[config.mk]
export PLATFORM = sky130hd
export DESIGN_NAME = numero_bcd_display
export DESIGN_NICKNAME = d
export VERILOG_FILES = /design/src/rtl/numero_bcd_display.sv
export SDC_FILE = /design/constraint.sdc
export NUM_CORES = 1
export LEC_CHECK = 0
export CORE_ASPECT_RATIO = 1.5
export CORE_UTILIZATION = 55
export DETAILED_ROUTE_END_ITERATION = 10
export PLACE_DENSITY = 0.8
export RECOVER_POWER = 50
export SETUP_SLACK_MARGIN = 0.2
export SYNTH_ARGS = -nofsm -noshare
export SYNTH_HDL_FRONTEND = slang
export SYNTH_SLANG_ARGS = --single-unit
export TNS_END_PERCENT = 5
[constraint.sdc]
create_clock -name clk -period 2.9 [get_ports clk]
set_input_delay 0.58 -clock clk [delete_from_list [all_inputs] [get_ports clk]]
set_output_delay 0.58 -clock clk [all_outputs]
set_load 0.03 [all_outputs]
[src/rtl/numero_bcd_display.sv]
// Converts a 14-bit binary value into four BCD digits by shift-add-3, one bit per clock.
// It also drives four registered active-low 7-segment patterns, with optional leading-zero blanking.
module numero_bcd_display #(
    parameter bit BLANK_ZEROS = 1'b0,
    parameter int MAX_VALUE   = 9999
) (
    input  logic        clk,
    input  logic        reset,
    input  logic        start,
    input  logic [13:0] numero,
    output logic        busy,
    output logic        done,
    output logic        overflow,
    output logic [3:0]  digit3,
    output logic [3:0]  digit2,
    output logic [3:0]  digit1,
    output logic [3:0]  digit0,
    output logic [0:6]  hex3,
    output logic [0:6]  hex2,
    output logic [0:6]  hex1,
    output logic [0:6]  hex0
);

    localparam logic [0:0] IDLE = 1'b0;
    localparam logic [0:0] CONV = 1'b1;

    localparam logic [0:6] SEG_BLANK = 7'b1111111;
    localparam logic [0:6] SEG_DASH  = 7'b1111110;
    localparam logic [0:6] SEG_ZERO  = 7'b0000001;

    logic [0:0]        state_reg;
    logic [13:0]       bin_reg;
    logic [15:0]       bcd_reg;
    logic [3:0]        count_reg;
    logic              ovf_pend_reg;
    logic              overflow_reg;
    logic              done_reg;
    logic [3:0][3:0]   digit_reg;
    logic [3:0][0:6]   hex_reg;

    logic [15:0]       bcd_adj;
    logic [29:0]       shift_next;
    logic              ovf_in;
    logic [3:0][3:0]   final_digit;
    logic [3:0]        lead_zero;
    logic [3:0][0:6]   hex_next;
    logic [3:0][0:6]   hex_reset;

    function automatic logic [0:6] seg7(input logic [3:0] d);
        case (d)
            4'd0:    seg7 = 7'b0000001;
            4'd1:    seg7 = 7'b1001111;
            4'd2:    seg7 = 7'b0010010;
            4'd3:    seg7 = 7'b0000110;
            4'd4:    seg7 = 7'b1001100;
            4'd5:    seg7 = 7'b0100100;
            4'd6:    seg7 = 7'b1100000;
            4'd7:    seg7 = 7'b0001111;
            4'd8:    seg7 = 7'b0000000;
            4'd9:    seg7 = 7'b0001100;
            default: seg7 = SEG_DASH;
        endcase
    endfunction

    assign ovf_in = int'(numero) > MAX_VALUE;

    // Each nibble is corrected independently; a carry out of a nibble is never propagated.
    genvar gi;
    generate
        for (gi = 0; gi < 4; gi++) begin : g_nibble
            assign bcd_adj[gi*4 +: 4] = (bcd_reg[gi*4 +: 4] >= 4'd5) ?
                                        bcd_reg[gi*4 +: 4] + 4'd3 : bcd_reg[gi*4 +: 4];
            assign final_digit[gi] = ovf_pend_reg ? 4'hF : shift_next[14 + gi*4 +: 4];
        end
    endgenerate

    assign shift_next = {bcd_adj, bin_reg} << 1;

    // A digit is a leading zero when it and every more significant digit are zero.
    assign lead_zero[3] = (final_digit[3] == 4'd0);
    generate
        for (gi = 2; gi >= 0; gi--) begin : g_lead
            assign lead_zero[gi] = lead_zero[gi+1] && (final_digit[gi] == 4'd0);
        end
        for (gi = 0; gi < 4; gi++) begin : g_hex
            if (gi == 0) begin : g_units
                assign hex_next[gi]  = seg7(final_digit[gi]);
                assign hex_reset[gi] = SEG_ZERO;
            end else begin : g_upper
                assign hex_next[gi]  = (BLANK_ZEROS && lead_zero[gi]) ? SEG_BLANK
                                                                      : seg7(final_digit[gi]);
                assign hex_reset[gi] = BLANK_ZEROS ? SEG_BLANK : SEG_ZERO;
            end
        end
    endgenerate

    always_ff @(posedge clk) begin
        if (reset) begin
            state_reg    <= IDLE;
            bin_reg      <= '0;
            bcd_reg      <= '0;
            count_reg    <= '0;
            ovf_pend_reg <= 1'b0;
            overflow_reg <= 1'b0;
            done_reg     <= 1'b0;
            digit_reg    <= '0;
            hex_reg      <= hex_reset;
        end else begin
            done_reg <= 1'b0;
            case (state_reg)
                IDLE: begin
                    if (start) begin
                        bin_reg      <= numero;
                        bcd_reg      <= '0;
                        count_reg    <= '0;
                        ovf_pend_reg <= ovf_in;
                        state_reg    <= CONV;
                    end
                end
                CONV: begin
                    bcd_reg   <= shift_next[29:14];
                    bin_reg   <= shift_next[13:0];
                    count_reg <= count_reg + 4'd1;
                    if (count_reg == 4'd13) begin
                        digit_reg    <= final_digit;
                        hex_reg      <= hex_next;
                        overflow_reg <= ovf_pend_reg;
                        done_reg     <= 1'b1;
                        state_reg    <= IDLE;
                    end
                end
                default: state_reg <= IDLE;
            endcase
        end
    end

    assign busy     = (state_reg == CONV);
    assign done     = done_reg;
    assign overflow = overflow_reg;
    assign digit3   = digit_reg[3];
    assign digit2   = digit_reg[2];
    assign digit1   = digit_reg[1];
    assign digit0   = digit_reg[0];
    assign hex3     = hex_reg[3];
    assign hex2     = hex_reg[2];
    assign hex1     = hex_reg[1];
    assign hex0     = hex_reg[0];

endmodule

==> results of run 1 <==
tightest hold or removal path, delay by kind of cell, from the launching register on:
family | cells | cell delay, ns
DFF | 1 | 0.30
AOI/OAI and AO/OA | 1 | 0.05
and+or+nand+nor | 1 | 0.05
placed cells by master (no fill, tap or decap), types with 5 or more instances in the layout:
cell	instances
inv_1	26
dfxtp_1	82
dlygate4sd3_1	28
o21ai_0	23
nand3_1	9
clkdlybuf4s50_1	34
nand3b_1	9
a211oi_1	23
nand2_1	29
a21o_1	6
nor3b_1	12
a21oi_1	41
clkbuf_16	9
nor2b_1	5
mux2i_1	25
nand2b_1	5
nor2_1	104
ha_1	30
nor3_1	24
synthesized netlist by cell type (all sizes together) (5+ instances only):
library cell / number / area share
inv: 26 / 0.021
nor3b: 13 / 0.022
nor3: 26 / 0.031
o21ai: 25 / 0.027
nor2: 104 / 0.085
dfxtp: 82 / 0.36
ha: 30 / 0.082
nand3: 9 / 0.0098
nand3b: 9 / 0.015
mux2i: 25 / 0.055
a211oi: 26 / 0.046
a21o: 6 / 0.0098
nand2b: 5 / 0.0068
clkbuf: 19 / 0.016
nand2: 29 / 0.024
nor2b: 6 / 0.0082
a21oi: 44 / 0.051
buf: 18 / 0.020
power by group through the flow:
stage                     registers, uW  clock network, uW  logic (uW)
after floorplan                    1180                  0         146
after global placement             1180                  0         199
after detailed placement           1180                  0         205
after CTS                          1160               1130         208
after global routing               1160               1180         231
final                              1160               1110         207
logic make-up (layout without fill, tap and decap cells):
family,after synthesis,count (layout),synth area share
AND/OR/NAND/NOR,220,220,0.233
XOR/XNOR,4,4,0.00764
buffers and inverters,63,112,0.0567
flip-flops,82,82,0.358
adder cells (fa/ha/maj),30,30,0.0819
multiplexers,27,27,0.0595
AO/OA/AOI/OAI,140,140,0.204
through the flow:
step | utilization | total power, uW | hold WS (ns) | setup slack [ns]
6_report | 0.687 | 2470 | 0.450 | 0.224
5_1_grt | 0.687 | 2570 | 0.473 | 0.0921
4_1_cts | 0.689 | 2500 | 0.455 | 0.279
3_5_place_dp | 0.654 | 1390 | 0.448 | 0.308
3_3_place_gp | 0.654 | 1380 | 0.447 | 0.448
2_1_floorplan | - | 1320 | 0.454 | 0.614
repair_timing:
item | CTS | global route
endpoints found under the setup margin | 0 | 12
hold buffers | 0 | 0
resized for setup | 0 | 4
worst max path at each step:
stage                   end  cells after the start
global placement    hex1[6]                     10
detailed placement  hex3[0]                     11
finish                 busy                      2
global route           busy                      2
CTS                 hex1[6]                     10
floorplan           hex1[6]                     10
area by class of cell:
class / count / area [um^2] / area share
Timing Repair Buffer: 71 / 691 / 0.125
Sequential cell: 82 / 1640 / 0.296
Inverter: 26 / 97.6 / 0.0176
Multi-Input combinational cell: 421 / 2690 / 0.486
Tap cell: 105 / 131 / 0.0237
Clock buffer: 12 / 246 / 0.0445
Clock inverter: 3 / 40.0 / 0.00723
routing by layer:
layer | part of all wire | global-route usage
met1 | 0.44 | 0.298
met2 | 0.51 | 0.419
met3 | 0.028 | 0.0256
met4 | 0.021 | 0.126
met5 | 0 | 0
==> metrics.cfg, run 1 <==
[min_path]
min-delay-start=digit0[2]
hold_path_depth=2
min_to=digit0[2]
min_path_type=register to register

[global_route]
grt_pass1_wl_um=17200
grt_max_degree=60
overflow=0
antenna_found_initial=0
grt_pass1_vias=3786
grtUsageTotal=0.243

[placement]
dpl-instance-area_um2=5270
place.gp.congestion=0.914
port_buffers=63
dp_hpwl_um=7160
place_inst=705

[sta]
fmax_ghz=0.374
fin_crit_sh=0.923
fin_skew_ns=0.00693
report.final.setup_viol=0
slew_violations=0
tightest_slew_ns=0.835
hold_viol=0
rsz0062_at_grt=yes
fin_setup_tns_ns=0
relSlewSlack=0.443
period_minus_slack_ns=2.68

[floorplan]
core.rowCount=40
initial_core_util=0.569
die_h_um=114
boundaryPins=64
die_w_um=76.6
die-area_um2=8710
coreArea_um2=8060

[run_status]
status=finished, final reports clean

[cells_and_area]
syn_to_final_growth_pct=20.8
drive_above_1_share=0.0569
n_antenna_cell=0
fin_area_um2=5540
stdcell_count=720
fillers=664
finalNetCount=658
largest_reg_flops=16

[drt]
drtAntennaViolNets=0
drt_iter0_drc=176
post_drt_wl_per_cell_um=14.1
viasPerCell=5.64
first_pass_iters=5
vias=4058
drc=0
totalWireLength_um=10100

[clock_tree]
cts_max_path_buffers=2
root_buffer=clkbuf_16
path_clk_slew_ns=0.06
clock-sinks=82
htree_levels=3
clk_latency_ns=0.34
cts_buffers=9
cts_tree=done
cts_setup_buffers=0

[pwr]
power.share.clock=0.448
seq_power_share=0.468
swShare=0.228
powerDensity_nw_per_um2=446
leakage_uw=0.00219
p_int_uw=1910
p_sw_uw=563
pwr-share-comb=0.084
ir_worst_vdd_v=0.000380

[logic_synthesis]
yosysUniqueCellTypes=60
syn_inst=566
synth_nets=613
synth_flop_cell=dfxtp_1
syn_area_per_cell_um2=8.10
synth_warnings=0
syn-cell-area_um2=4590
ys_ff_latch=82
ys_async_sr_fraction=0
yosysSeqAreaShare=0.358
synth_edf_count=0

[worst_setup_path]
crit_chain=buf_12 > clkdlybuf4s50_1
path_class=register to output pin
required_ns=2.32
r2r_slack_ns=0.31
reg2reg_to=hex1[6]
worstPathMaxFanout=56
path_delay_family=buffers and inverters
timing.critical_path.from_type=register
crit_path_max_incr_delay_ns=0.73
crit_path_end_kind=output pin
crit-reg2reg-launch=bcd_reg[0]
reg2regPathDepth=10
cpMaxStageDelayCell=dfxtp_1
path_buf_inv=2
crit_arrival_ns=2.10
worstSetupStartpoint=busy

[flow_run]
cap_violations=0

Note: power is estimated with default switching activity, not from simulation.
==> run 2: changes to the inputs <==
--- a/config.mk
+++ b/config.mk
@@ -8,6 +8,7 @@
 export CORE_ASPECT_RATIO = 1.5
 export CORE_UTILIZATION = 55
 export DETAILED_ROUTE_END_ITERATION = 10
+export GPL_ROUTABILITY_DRIVEN = 0
 export PLACE_DENSITY = 0.8
 export RECOVER_POWER = 50
 export SETUP_SLACK_MARGIN = 0.2
==> results of run 2 <==
Final layout, timing and power as in run 1 (identical DEF).
==> edit 1: new RTL, config.mk and constraints of run 2 <==
The parameter `BLANK_ZEROS` goes from 1'b0 to 1'b1.
--- a/src/rtl/numero_bcd_display.sv
+++ b/src/rtl/numero_bcd_display.sv
@@ -1,7 +1,7 @@
 // Converts a 14-bit binary value into four BCD digits by shift-add-3, one bit per clock.
 // It also drives four registered active-low 7-segment patterns, with optional leading-zero blanking.
 module numero_bcd_display #(
-    parameter bit BLANK_ZEROS = 1'b0,
+    parameter bit BLANK_ZEROS = 1'b1,
     parameter int MAX_VALUE   = 9999
 ) (
     input  logic        clk,
Function: changed (Yosys sat finds a counterexample within 4 cycles, from zero or initial values and one cycle with reset high).
==> edit 1 against run 2 <==
Sequential cell count stayed put; critical path depth grew 9; utilization up 1.3 points; area after synthesis fell by 6.0%; cell count fell by 4.3%; total power down 1.4%; setup slack got worse by 0.0030 ns; clock skew fell by 0.0027 ns; design area shrank 3.7%; wire length fell by 1.0%; synthesized cell count decreased by 6.5%; sequential power about the same.
==> edit 1: results (changes against run 2) <==
[run_status]
outcome=finished clean

[drt]
first_pass_iters=4  ; -1
routed_wl_um=10040  ; -1.0%
dr.first_iter.drc_count=196  ; +11%
vias_per_cell=5.704  ; +1.2%

[clock_network]
path_clk_slew_ns=0.06  ; about the same
cts_buffers=9  ; unchanged
cts-htree-levels=3  ; unchanged
cts_buffer_depth=2  ; unchanged
cts_root_buffer=clkbuf_16
clkLatencyLatePin_ns=0.34  ; about the same

[setup_path]
slowest_stage=or3_1
max_stage_delay_ns=0.43  ; -0.30 ns
r2r_cells=11  ; +1
path_max_fanout=7  ; -88%
cp_num_buf_inv=1  ; -1
ff2ff_setup_slack_ns=0.22  ; -0.09 ns
worstPathArrival_ns=2.91  ; +0.81 ns
cp_top_family=simple AND/OR/NAND/NOR gates

[timing]
maxSlewHeadroom_pct=10.93  ; -33 points
fin_skew_ns=0.004268  ; -0.002663 ns
slew_viol_final=0  ; unchanged
whs_ns=0.4521  ; +0.001697 ns

[grt]
grt_max_degree=36  ; -40%
grtUsageTotal_pct=26.04  ; +1.7 points
grt_pass1_wl_um=16770  ; -2.6%
antenna_found_initial=0  ; unchanged
grt_pass1_vias=3771  ; -0.40%

[yosys]
synth_fa_ha_area_share_pct=8.420  ; +0.23 points
synth_compound_area_share_pct=22.88  ; +2.5 points
yosysUniqueCellTypes=51  ; -15%
yosys-top-cells-area=dfxtp_1 (38%), ha_1 (8.4%), a21oi_1 (7.8%)
synth.area.mux_share_pct=4.994  ; -0.95 points
syn_nets=575  ; -6.2%
synth_top_area_share_pct=38.10  ; +2.3 points
yosys.area_share.xor_xnor_pct=1.016  ; +0.25 points
async_reset_ff_share_pct=0  ; unchanged
ys_seq_area_share_pct=38.10  ; +2.3 points
yosys-top-cells-count=nor2_1 (86), dfxtp_1 (82), a21oi_1 (67)
synth_top_flop_cell=dfxtp_1
yosys_warnings=0  ; unchanged

[power_and_ir_drop]
ir_drop_mv=0.3602  ; -5.1%
p_leak_nw=2.104  ; -3.7%

[placement]
place_hpwl_um=7107  ; -0.75%
io_buffers=63  ; unchanged

[cells_and_area]
largest_reg_flops=16  ; unchanged
diodes=0  ; unchanged
nNetsFinal=629  ; -4.4%
layout-drive-gt1-share_pct=8.007  ; +2.3 points

[hold_path]
hp-class=register to register
hold_path_depth=2  ; unchanged

-- edit 1: cell types whose count changed in the layout (fill, tap and decap cells not counted), sizes merged, moves of 6 or more --
cell / delta
dlygate4sd3: -7
nor3: -10
nand3b: -8
nor2: -18
clkdlybuf4s50: +7
a211oi: -6
o22a: +10
a21oi: +24
-- edit 1: cell type report --
type,instances,area (um^2)
inverter,26,97.59
sequential,82,1645
fill,649,2278
timing repair buffer,75,704.4
tap,102,127.6
clock buffer,12,256.5
multi-input combinational,389,2487
clock inverter,3,15.01
-- edit 1: worst paths after layout --
check / from / to
worst min-delay path: hex0[0]$_SDFFE_PP0P_ / hex0[0]$_SDFFE_PP0P_
worst max-delay path: bcd_reg[12]$_SDFFE_PP0P_ / hex1[5]$_SDFFE_PP1P_
worst min register to register: hex0[0]$_SDFFE_PP0P_ / hex0[0]$_SDFFE_PP0P_
worst max register to register: bcd_reg[12]$_SDFFE_PP0P_ / hex1[5]$_SDFFE_PP1P_
-- edit 1: repair_timing --
action / 4_1_cts / 5_1_grt
endpoints found under the hold margin: 0 / 0
setup endpoints to repair: 5 / 16
gates resized for setup: 3 / 13
pin swaps: 1 / 1
setup buffers: 0 / 1
-- edit 1: cell families after synthesis --
kind of cell | after synthesis
simple gates | 177
flops | 82
fa+ha+maj | 29
compound gates | 157
mux | 21
xor+xnor | 5
buf+inv | 58
-- edit 1: metal layers --
metal	track usage, %	part of all wire [%]
met5	0	0
met4	10.94	3.0
met3	5.931	5.0
met2	44.42	50
met1	30.36	42
-- edit 1: tightest hold or removal path, stage by stage (launching register included) --
cell,delay (ns)
dfxtp_1,0.30
nand2_1,0.05
a21oi_1,0.05
-- edit 1: metrics by stage --
| stage | cells | setup slack, ns | cell area, um^2 |
|---|---|---|---|
| 2_1_floorplan | 529 | 0.4612 | 4309 |
| 3_3_place_gp | 673 | 0.3004 | 5020 |
| 3_5_place_dp | 673 | 0.1680 | 5020 |
| 4_1_cts | 688 | 0.1922 | 5305 |
| 5_1_grt | 689 | 0.05916 | 5334 |
| 6_report | 689 | 0.2214 | 5334 |
-- edit 1: where the power goes --
group	switching, mW	internal [mW]	leakage [nW]
Sequential	0.0190	1.14	0.665
Combinational	0.141	0.0981	1.30
Clock	0.419	0.616	0.138
Total	0.580	1.86	2.10
==> edit 2: new RTL, config.mk and constraints of run 2 <==
Made on the original files. Add an input register stage for `start` and `numero`, without a reset; this delays them by one clock.
--- a/src/rtl/numero_bcd_display.sv
+++ b/src/rtl/numero_bcd_display.sv
@@ -27,6 +27,14 @@
     localparam logic [0:6] SEG_BLANK = 7'b1111111;
     localparam logic [0:6] SEG_DASH  = 7'b1111110;
     localparam logic [0:6] SEG_ZERO  = 7'b0000001;
+
+    logic start_q;
+    logic [13:0] numero_q;
+
+    always_ff @(posedge clk) begin
+        start_q  <= start;
+        numero_q <= numero;
+    end
 
     logic [0:0]        state_reg;
     logic [13:0]       bin_reg;
@@ -62,7 +70,7 @@
         endcase
     endfunction
 
-    assign ovf_in = int'(numero) > MAX_VALUE;
+    assign ovf_in = int'(numero_q) > MAX_VALUE;
 
     // Each nibble is corrected independently; a carry out of a nibble is never propagated.
     genvar gi;
@@ -109,8 +117,8 @@
             done_reg <= 1'b0;
             case (state_reg)
                 IDLE: begin
-                    if (start) begin
-                        bin_reg      <= numero;
+                    if (start_q) begin
+                        bin_reg      <= numero_q;
                         bcd_reg      <= '0;
                         count_reg    <= '0;
                         ovf_pend_reg <= ovf_in;
Behaviour: not the same (a bounded check fails within 4 cycles, from zero or initial values and one cycle with reset high).
==> edit 2 against run 2 <==
The run now ends with capacitance limit, slew limit left; wire length is 7.4% higher; count of clock-buffer cells in the layout unchanged; design area grew 5.7%; combinational power rose by 2%; total power is 14% higher; die area is 5.5% higher; setup slack better by 0.073 ns; area after synthesis increased by 5.6%; synthesized cell count up 1.9%; global-route usage increased by 0.47 points; sequential share of layout area grew 3.6 points; sequential cell count is 15 higher; largest power group unchanged.
==> edit 2: results (changes against run 2) <==
[yosys]
syn_nets=624  ; +1.8%
netlist_instances=577  ; +1.9%
synth_fa_ha_area_share_pct=7.748  ; -0.44 points
ys_seq_area_share_pct=40.08  ; +4.3 points
synth_seq_cells=97  ; +18%
yosys.area_share.xor_xnor_pct=0.7231  ; -0.041 points
yosysUniqueCellTypes=56  ; -6.7%

[drt]
vias=4273  ; +5.3%
route.met2.wl_um=5542  ; +7.8%
routed_wl_um=10890  ; +7.4%
first_pass_iters=4  ; -1
wl_met1_um=4632  ; +2.8%
dr.first_iter.drc_count=310  ; +76%

[run_status]
outcome=complete, but fails checks
violations=capacitance limit, slew limit

[cells_and_area]
regArea_mm2=0.001944  ; +18%
multi_input_area_mm2=0.002660  ; -1.2%
nNonClkBuffers=75  ; +5.6%
nonClkBufAreaFrac_pct=12.05  ; -0.42 points
nNetsFinal=673  ; +2.3%
layout-drive-gt1-share_pct=7.290  ; +1.6 points
multi_input_comb_cells=415  ; -1.4%

[setup_path]
worstSetupEndpoint=hex2[1]$_SDFFE_PP0P_
cp_top_family=simple AND/OR/NAND/NOR gates
rr_endpoint=hex2[1]$_SDFFE_PP0P_
worstPathArrival_ns=2.86  ; +0.76 ns
path_max_fanout=7  ; -88%

[hold_path]
hold_start=digit3[2]$_SDFFE_PP0P_

[timing]
whs_ns=0.4604  ; +0.01001 ns
slew_viol_final=31  ; +31
finalWorstSetupSlack_ns=0.2972  ; +0.07281 ns

[power_and_ir_drop]
p_leak_nw=2.285  ; +4.6%
p_per_area_mw_per_mm2=479.3  ; +7.4%
switching_share_pct=23.09  ; +0.30 points

[grt]
use_met1_pct=28.11  ; -1.7 points
grtUsageTotal_pct=24.77  ; +0.47 points

[flow_run]
maxCapViolations=1  ; +1

edit 2: cell count changes after synthesis, sizes merged, moves of 7 or more:
cell,run 2,this run
clkbuf,19,26
nor3,26,18
nor2,104,89
a21oi,44,53
dfxtp,82,97
buf,18,11
edit 2: power groups by stage:
| stage | clock (mW) | combinational, mW | sequential [mW] |
|---|---|---|---|
| 2_1_floorplan | 0 | 0.154 | 1.40 |
| 3_5_place_dp | 0 | 0.212 | 1.41 |
| 3_3_place_gp | 0 | 0.206 | 1.41 |
| 6_report | 1.21 | 0.211 | 1.38 |
| 5_1_grt | 1.28 | 0.235 | 1.39 |
| 4_1_cts | 1.23 | 0.214 | 1.38 |
edit 2: what timing repair did:
item                                    4_1_cts  5_1_grt
hold endpoints to repair                      0        0
endpoints found under the setup margin        0        4
gates resized for setup                       0        6
setup buffers                                 0        0
